## src/rtl/mmcm_reconfig_seq.sv

```systemverilog
// mmcm_reconfig_seq: switches the MMCME2 pixel clock between video modes by
// read-modify-writing a per-mode table of DRP registers, then waiting for re-lock.
// Optional watchdog on every DRP wait and the lock wait: define MMCM_RECONF_TIMEOUT_EN.
module mmcm_reconfig_seq #(
   parameter int unsigned NUM_MODES     = 2,
   parameter int unsigned REGS_PER_MODE = 8,
   parameter logic [NUM_MODES*REGS_PER_MODE*39-1:0] MODE_TABLE = '0,
   parameter int unsigned TIMEOUT_CYC   = 65535,
   parameter int unsigned MODE_W        = (NUM_MODES > 1) ? $clog2(NUM_MODES) : 1
) (
   input  logic              clk,
   input  logic              rst_n,
   input  logic [MODE_W-1:0] mode_sel,
   input  logic              mode_req,
   output logic              busy,
   output logic              done,
   output logic              err,
   output logic [MODE_W-1:0] mode_cur,
   output logic              mmcm_rst,
   output logic              drp_den,
   output logic              drp_dwe,
   output logic [6:0]        drp_daddr,
   output logic [15:0]       drp_di,
   input  logic [15:0]       drp_do,
   input  logic              drp_drdy,
   input  logic              mmcm_locked,
   output logic              clk_locked
);

   localparam int unsigned ENTRY_W = 39;
   localparam int unsigned NUM_ENT = NUM_MODES * REGS_PER_MODE;
   localparam int unsigned ENT_AW  = (NUM_ENT > 1) ? $clog2(NUM_ENT) : 1;
   localparam int unsigned IDX_W   = (REGS_PER_MODE > 1) ? $clog2(REGS_PER_MODE) : 1;

   typedef enum logic [2:0] {
      IDLE, RST_ON, RD, RD_WAIT, WR, WR_WAIT, RST_OFF, LOCK_WAIT
   } state_t;

   state_t             state;
   logic [MODE_W-1:0]  mode_lat;
   logic [IDX_W-1:0]   reg_idx;
   logic [IDX_W-1:0]   idx_nxt;
   logic [ENT_AW-1:0]  k_cur;
   logic [ENT_AW-1:0]  k_nxt;
   logic [ENTRY_W-1:0] tbl [NUM_ENT];
   logic [ENTRY_W-1:0] ent_cur;
   logic [6:0]         addr_nxt;
   logic               lock_s1;
   logic               lock_s2;
   logic               to_hit;

   // Unpack the flat mode table into one entry per (mode, register)
   for (genvar g = 0; g < NUM_ENT; g++) begin : g_tbl
      assign tbl[g] = MODE_TABLE[g*ENTRY_W +: ENTRY_W];
   end

   // Entry for the current register and address of the following one
   always_comb begin
      idx_nxt  = (reg_idx == IDX_W'(REGS_PER_MODE - 1)) ? reg_idx : reg_idx + IDX_W'(1);
      k_cur    = ENT_AW'(32'(mode_lat) * REGS_PER_MODE + 32'(reg_idx));
      k_nxt    = ENT_AW'(32'(mode_lat) * REGS_PER_MODE + 32'(idx_nxt));
      ent_cur  = tbl[k_cur];
      addr_nxt = tbl[k_nxt][38:32];
   end

`ifdef MMCM_RECONF_TIMEOUT_EN
   localparam int unsigned TO_W = $clog2(TIMEOUT_CYC + 1);
   logic [TO_W-1:0] to_cnt;

   // Watchdog: counts while waiting, restarts on every entry to a wait state
   always_ff @(posedge clk or negedge rst_n) begin
      if (!rst_n) begin
         to_cnt <= '0;
      end else if (state == RD_WAIT || state == WR_WAIT || state == LOCK_WAIT) begin
         to_cnt <= to_cnt + TO_W'(1);
      end else begin
         to_cnt <= '0;
      end
   end

   assign to_hit = (to_cnt == TO_W'(TIMEOUT_CYC - 1));
`else
   assign to_hit = 1'b0;
`endif

   // Two-flop synchroniser for the asynchronous MMCM LOCKED
   always_ff @(posedge clk or negedge rst_n) begin
      if (!rst_n) begin
         lock_s1 <= 1'b0;
         lock_s2 <= 1'b0;
      end else begin
         lock_s1 <= mmcm_locked;
         lock_s2 <= lock_s1;
      end
   end

   // Downstream lock flag is never trusted while the MMCM is being reprogrammed
   assign clk_locked = lock_s2 & ~busy;

   // Reconfiguration sequencer with registered outputs
   always_ff @(posedge clk or negedge rst_n) begin
      if (!rst_n) begin
         state     <= IDLE;
         mode_lat  <= '0;
         reg_idx   <= '0;
         busy      <= 1'b0;
         done      <= 1'b0;
         err       <= 1'b0;
         mode_cur  <= '0;
         mmcm_rst  <= 1'b0;
         drp_den   <= 1'b0;
         drp_dwe   <= 1'b0;
         drp_daddr <= '0;
         drp_di    <= '0;
      end else begin
         done    <= 1'b0;
         err     <= 1'b0;
         drp_den <= 1'b0;
         case (state)
            IDLE: begin
               if (mode_req) begin
                  if (32'(mode_sel) < NUM_MODES) begin
                     mode_lat <= mode_sel;
                     reg_idx  <= '0;
                     busy     <= 1'b1;
                     mmcm_rst <= 1'b1;
                     state    <= RST_ON;
                  end else begin
                     err <= 1'b1;
                  end
               end
            end
            RST_ON: begin
               drp_den   <= 1'b1;
               drp_dwe   <= 1'b0;
               drp_daddr <= ent_cur[38:32];
               state     <= RD;
            end
            RD: state <= RD_WAIT;
            RD_WAIT: begin
               if (drp_drdy) begin
                  drp_den <= 1'b1;
                  drp_dwe <= 1'b1;
                  drp_di  <= (drp_do & ent_cur[31:16]) | (ent_cur[15:0] & ~ent_cur[31:16]);
                  state   <= WR;
               end else if (to_hit) begin
                  err      <= 1'b1;
                  busy     <= 1'b0;
                  mmcm_rst <= 1'b0;
                  state    <= IDLE;
               end
            end
            WR: state <= WR_WAIT;
            WR_WAIT: begin
               if (drp_drdy) begin
                  if (reg_idx == IDX_W'(REGS_PER_MODE - 1)) begin
                     mmcm_rst <= 1'b0;
                     state    <= RST_OFF;
                  end else begin
                     reg_idx   <= idx_nxt;
                     drp_den   <= 1'b1;
                     drp_dwe   <= 1'b0;
                     drp_daddr <= addr_nxt;
                     state     <= RD;
                  end
               end else if (to_hit) begin
                  err      <= 1'b1;
                  busy     <= 1'b0;
                  mmcm_rst <= 1'b0;
                  state    <= IDLE;
               end
            end
            RST_OFF: state <= LOCK_WAIT;
            LOCK_WAIT: begin
               if (lock_s2) begin
                  mode_cur <= mode_lat;
                  done     <= 1'b1;
                  busy     <= 1'b0;
                  state    <= IDLE;
               end else if (to_hit) begin
                  err      <= 1'b1;
                  busy     <= 1'b0;
                  mmcm_rst <= 1'b0;
                  state    <= IDLE;
               end
            end
            default: state <= IDLE;
         endcase
      end
   end

endmodule

```

## config.mk

```make
export PLATFORM = sky130hd
export DESIGN_NAME = mmcm_reconfig_seq
export DESIGN_NICKNAME = d
export VERILOG_FILES = /design/src/rtl/mmcm_reconfig_seq.sv
export SDC_FILE = /design/constraint.sdc
export NUM_CORES = 1
export LEC_CHECK = 0
export ABC_AREA = 1
export BUFFER_PORTS_ARGS = -buffer_cell sky130_fd_sc_hd__buf_2
export CAP_MARGIN = 20
export CORE_MARGIN = 8
export CORE_UTILIZATION = 39
export CTS_CLUSTER_DIAMETER = 100
export DETAILED_ROUTE_END_ITERATION = 16
export GPL_ROUTABILITY_DRIVEN = 0
export GPL_TIMING_DRIVEN = 0
export PLACE_DENSITY = 0.81
export RECOVER_POWER = 50
export SLEW_MARGIN = 25
export SYNTH_ARGS = -nofsm -noshare
export SYNTH_HDL_FRONTEND = slang
export SYNTH_SLANG_ARGS = --single-unit
```

## constraint.sdc

```tcl
create_clock -name clk -period 1.1 [get_ports clk]
set_input_delay 0.165 -clock clk [delete_from_list [all_inputs] [get_ports clk]]
set_output_delay 0.165 -clock clk [all_outputs]
set_load 0.1 [all_outputs]
```

# == Word-level counts from Yosys, hierarchy flattened ==
# Memory sizes are Yosys's and may differ from the RTL's.
# Index checks and enable logic that the tools add are counted.
# totals
in_bits,22
mem_count,2
wordCells,90
latchBits,0
mem_bits_ro,1248
ff_bits,38
mem_bits_rw,0
# classes
div,0
n_reduce_logical,14
n_addsub,3
n_mul,0
shifts,0
n_mux,34
n_lt_le_gt_ge,2
bitwise,8
n_eq_ne,14
# mem_list
memory,words,word_bits,rd,rd_ports_with_merged_regs,wr,line_no,text
(name not given),16,39,1,0,0,63,addr_nxt = tbl[k_nxt][38:32];
(name not given),16,39,1,0,0,62,ent_cur = tbl[k_cur];
# ops
cell,count
39-bit 2-to-1 mux,4
16-bit AND,2
3-bit 2-to-1 mux,9
3-bit case mux with 8 select lines,1
16-bit NOT,1
16-bit bitwise OR,1
4-bit AND reduction,4
3-bit equality test (second input constant),5
7-bit 2-to-1 mux,2
7-bit case mux with 2 select lines,1
1-bit 2-to-1 mux,12
2-bit inequality test (second input constant),6
5-bit >= comparator (second input constant),2
4-bit NOT with 5-bit output,2
4-bit by 3-bit adder with 4-bit output,2
3-bit by 2-bit equality test with 1-bit output (second input constant),2
1-bit case mux with 3 select lines,2
3-bit case mux with 2 select lines,1
2-bit AND reduction,3
3-bit AND reduction,2
2-bit nonzero test,3
1-bit case mux with 2 select lines,2
3-bit by 1-bit adder with 3-bit output (second input constant),1
3-bit by 1-bit equality test with 1-bit output (second input constant),1
4 further kinds,4

# == Logic depth before layout (Yosys ltp) ==
# depth
word_depth,10
mapped_depth,9

# == Worst setup path after synthesis ==
# No wires, ideal clock.
# synth_path
kind,register to output
from,register busy
to,output clk_locked
setup_slack_ns,-1.217
required_ns,0.935
stages_incl_launch_ff,2
arrival_ns,2.152
path_cell_list,dfrtp_1 -> nor2_1
# synth_between
elab_chain_len,2
# synth_rtl
item,line_no,text
"start, declared",15,"output logic busy,"
"start signal, assigned",106,busy <= 1'b0;
"start signal, assigned",125,busy <= 1'b1;
"start signal, assigned",148,busy <= 1'b0;
1-bit NOT,98,assign clk_locked = lock_s2 & ~busy;
1-bit AND,98,
"end, declared",27,output logic clk_locked
# Every way passes these cells.

# == Final worst setup path ==
# layout_path
from,register state[0]
to,register state[0]
# layout_between
elab_chain_len,3
# layout_rtl
item,line_no,text
"start, declared",39,state_t state;
"start signal, assigned",103,state <= IDLE;
"start signal, assigned",127,state <= RST_ON;
"start signal, assigned",137,state <= RD;
3-bit by 2-bit equality test with 1-bit output (tied with other cells),119,case (state)
2-bit inequality test (no line),--,
4-bit AND reduction (no line),--,
# Parallel ways exist; a longest one is shown, timed or not.
# A chain may end at the register's enable or synchronous reset.

==> impl_metrics.csv <==
group,metric,value,unit
grt,met3_usage,0.0323,
cts,clock_sinks,15,
routing,via_per_inst,4.42,
floorplanning,die_x,65.6,microns
sta,fin_ws,-0.221,ns
outcome,outcome,"finished with violations",
sta,fmax,757,MHz
floorplanning,dieArea,0.00430,sq mm
finish,area_growth,60.0,%
sta,whs,0.166,ns
routing,drtAntennaViolNets,0,
cts,root_buffer,"clkbuf_4",
sta,hold_viol_final,0,
sta,rsz0062_at_grt,"true",
cts,clkSlewWorstSetupHoldPaths,0.08,ns
setup_path,r2r_slack,-0.22,ns
finish,instances_no_fill,197,
power,seq_power_share,0.216,
hold_path,hold_end,"mode_lat",
grt,use_met2,0.225,
floorplanning,die_h,65.6,microns
grt,grtUsageTotal,0.119,
power,p_int,2.02,mW
floorplanning,num_io_pins,53,
synthesis,yosys.area.top_type,"dfrtp_1",
power,power_switching,2.54,mW
power,combPwrFrac,0.713,
synthesis,synth-edff-count,0,
grt,grt_busiest_layer,"met2",
routing,route.detailed.drc,0,
grt,grt_pass1_vias,869,
sta,fin_worst_skew,0.00278,ns
placed_design,place_ws,-0.211,ns
grt,grt_pass1_wl,3.93,mm
outcome,violations,"setup timing",
grt,use_met1,0.101,
synthesis,yosysSeqAreaShare,0.391,
setup_path,critPathMaxFanout,5,
setup_path,cp_data_arrival_time,1.50,ns
placed_design,dp.cells,180,
sta,post-route-period-util,1.20,
synthesis,yosys-top-cells-count,"30 x nand2_1, 24 x buf_4, 15 x dfrtp_1",
synthesis,yosysMostFrequentCell,"nand2_1",
setup_path,regToRegStartpoint,"state[0]",
cts,cts_tree,"done",
grt,grt_antenna_before_repair,0,
synthesis,yosys_most_used_dff,"dfrtp_1",
floorplanning,core.rowCount,18,
setup_path,crit_path_end_kind,"flop",
setup_path,start_kind,"flop",
cts,insertion_delay,0.29,ns
sta,maxSlewViolCount,0,
routing,detail_route.iter0.violations,43,
cts,htree_levels,1,
finish,nets,196,
placed_design,io_buffers,12,
finish,regArea,387,sq um
power,ir_worst_vdd,2.07,mV
cts,cts_buffers,3,
synthesis,synth-seq-cells,15,
setup_path,ff2ff_path_depth,7,
hold_path,hold_start,"mode_sel",
sta,layout_min_cycle_time,1.32,ns
synthesis,syn_avg_cell_area,8.34,sq um
setup_path,required,1.28,ns
sta,setup_viol_count_final,13,
routing,num_vias,871,
setup_path,critical_path_class,"flop to flop",
synthesis,ys_warn_count,0,
floorplanning,core-area,0.00241,sq mm
finish,multiInputGateArea,629,sq um
power,powerDensity,2970,mW/mm^2
placed_design,dp_hpwl,1.72,mm
power,power,4.56,mW
synthesis,synthTopCellsByArea,"dfrtp_1 39%, buf_4 19%, nand2_1 12%, ha_1 7.8%, o21ai_0 3.7%",
power,pwr-share-clk,0.071,
hold_path,hold_path_class,"input pin to flop",
finish,nFillCells,196,
routing,drt_wl_total,2.76,mm
power,swShare,0.556,
synthesis,synth-async-reset-ratio,1.00,
synthesis,synth_area,960,sq um
synthesis,yosysTopAreaCellShare,0.391,
finish,final_layout_size_suffix_gt1_frac,0.563,
floorplanning,start_util,0.398,
routing,drtPass1Iterations,4,
routing,wl_per_cell,14.0,microns
cts,clk_path_buf_depth,2,
setup_path,timing.rr.end,"state[0]",
hold_path,whs_path_depth,3,
grt,gr-total-overflow,0,
synthesis,postSynthCellCount,115,
power,total_leakage_power,0.801,nW
finish,antennaDiodeCount,0,
synthesis,ys_types,19,
grt,grt_max_degree,16,
flow_run,maxCapViolations,0,
-- worst max-delay path by stage --
stage             start         end  slack, ns  depth (start not counted)
6_report       state[0]    state[0]      -0.22                          7
5_1_grt        state[0]  reg_idx[0]      -0.27                          7
4_1_cts            busy  clk_locked      -0.15                          2
3_5_place_dp   state[1]  reg_idx[0]      -0.21                          7
3_3_place_gp   state[1]  reg_idx[0]      -0.15                          7
2_1_floorplan      busy  clk_locked      -0.20                          1
-- cell families after synthesis --
| family | after synthesis | synth area share |
|---|---|---|
| other | 1 | 0.00391 |
| and+or+nand+nor | 47 | 0.236 |
| adders and majority gates | 6 | 0.0782 |
| DFF | 15 | 0.391 |
| AOI/OAI and AO/OA | 11 | 0.0600 |
| buffers and inverters | 35 | 0.231 |
-- metrics by stage --
| step | utilization | setup TNS (ns) | instance area, sq um |
|---|---|---|---|
| 2_1_floorplan | - | -0.843 | 1130 |
| 3_3_place_gp | 0.511 | -1.18 | 1230 |
| 3_5_place_dp | 0.511 | -1.77 | 1230 |
| 4_1_cts | 0.587 | -1.35 | 1410 |
| 5_1_grt | 0.637 | -2.45 | 1540 |
| 6_report | 0.637 | -1.96 | 1540 |
-- registers in the layout, summed over array words and instances (netlist names) --
name and flops:
mode_lat 1, busy 1, lock_s1 1, done 1, reg_idx 3, mode_cur 1
lock_s2 1, drp_den 1, drp_dwe 1, state 3, mmcm_rst 1
-- cell usage in the layout, fill, tap and decap left out, drive strengths merged --
master / n
o21a: 1
nor3: 1
a21oi: 2
nand3b: 1
dlygate4sd3: 2
buf: 46
ha: 6
inv: 11
clkbuf: 5
nor2: 4
nand3: 8
conb: 24
o21ai: 8
nand2: 33
dfrtp: 15
-- metal layers --
layer | share of wire | wire length, microns
met4 | 0.034 | 95
met5 | 0 | 0
met1 | 0.32 | 878
met3 | 0.073 | 201
met2 | 0.57 | 1580
-- critical path, cell delays in order (launching register included) --
cell and delay [ns]:
dfrtp_2 0.44, inv_2 0.08, ha_4 0.19, nand3_4 0.08
nand2_4 0.08, buf_6 0.13, o21ai_2 0.12, nand2_1 0.08
-- what timing repair did --
action	in CTS	in global routing
buffers inserted	6	5
endpoints found under the hold margin	16	0
pin swaps	7	11
endpoints found under the setup margin	18	14
gates cloned	0	0
hold buffers	2	0
gates resized for setup	30	21
-- power by group through the flow --
stage	Combinational (mW)	Clock, mW	Sequential, mW
after global routing	3.42	0.337	1.00
after detailed placement	2.36	0	0.963
after global placement	2.25	0	0.944
after floorplan	1.36	0	1.58
after CTS	2.79	0.328	0.958
final	3.25	0.322	0.986
-- cell type report --
type | instances | area share
tap | 30 | 0.0244
timing repair buffer | 25 | 0.151
sequential | 15 | 0.252
clock buffer | 4 | 0.0171
inverter | 11 | 0.0285
buffer | 24 | 0.117
multi-input combinational | 88 | 0.410
Note: power is estimated with default switching activity, not from simulation.
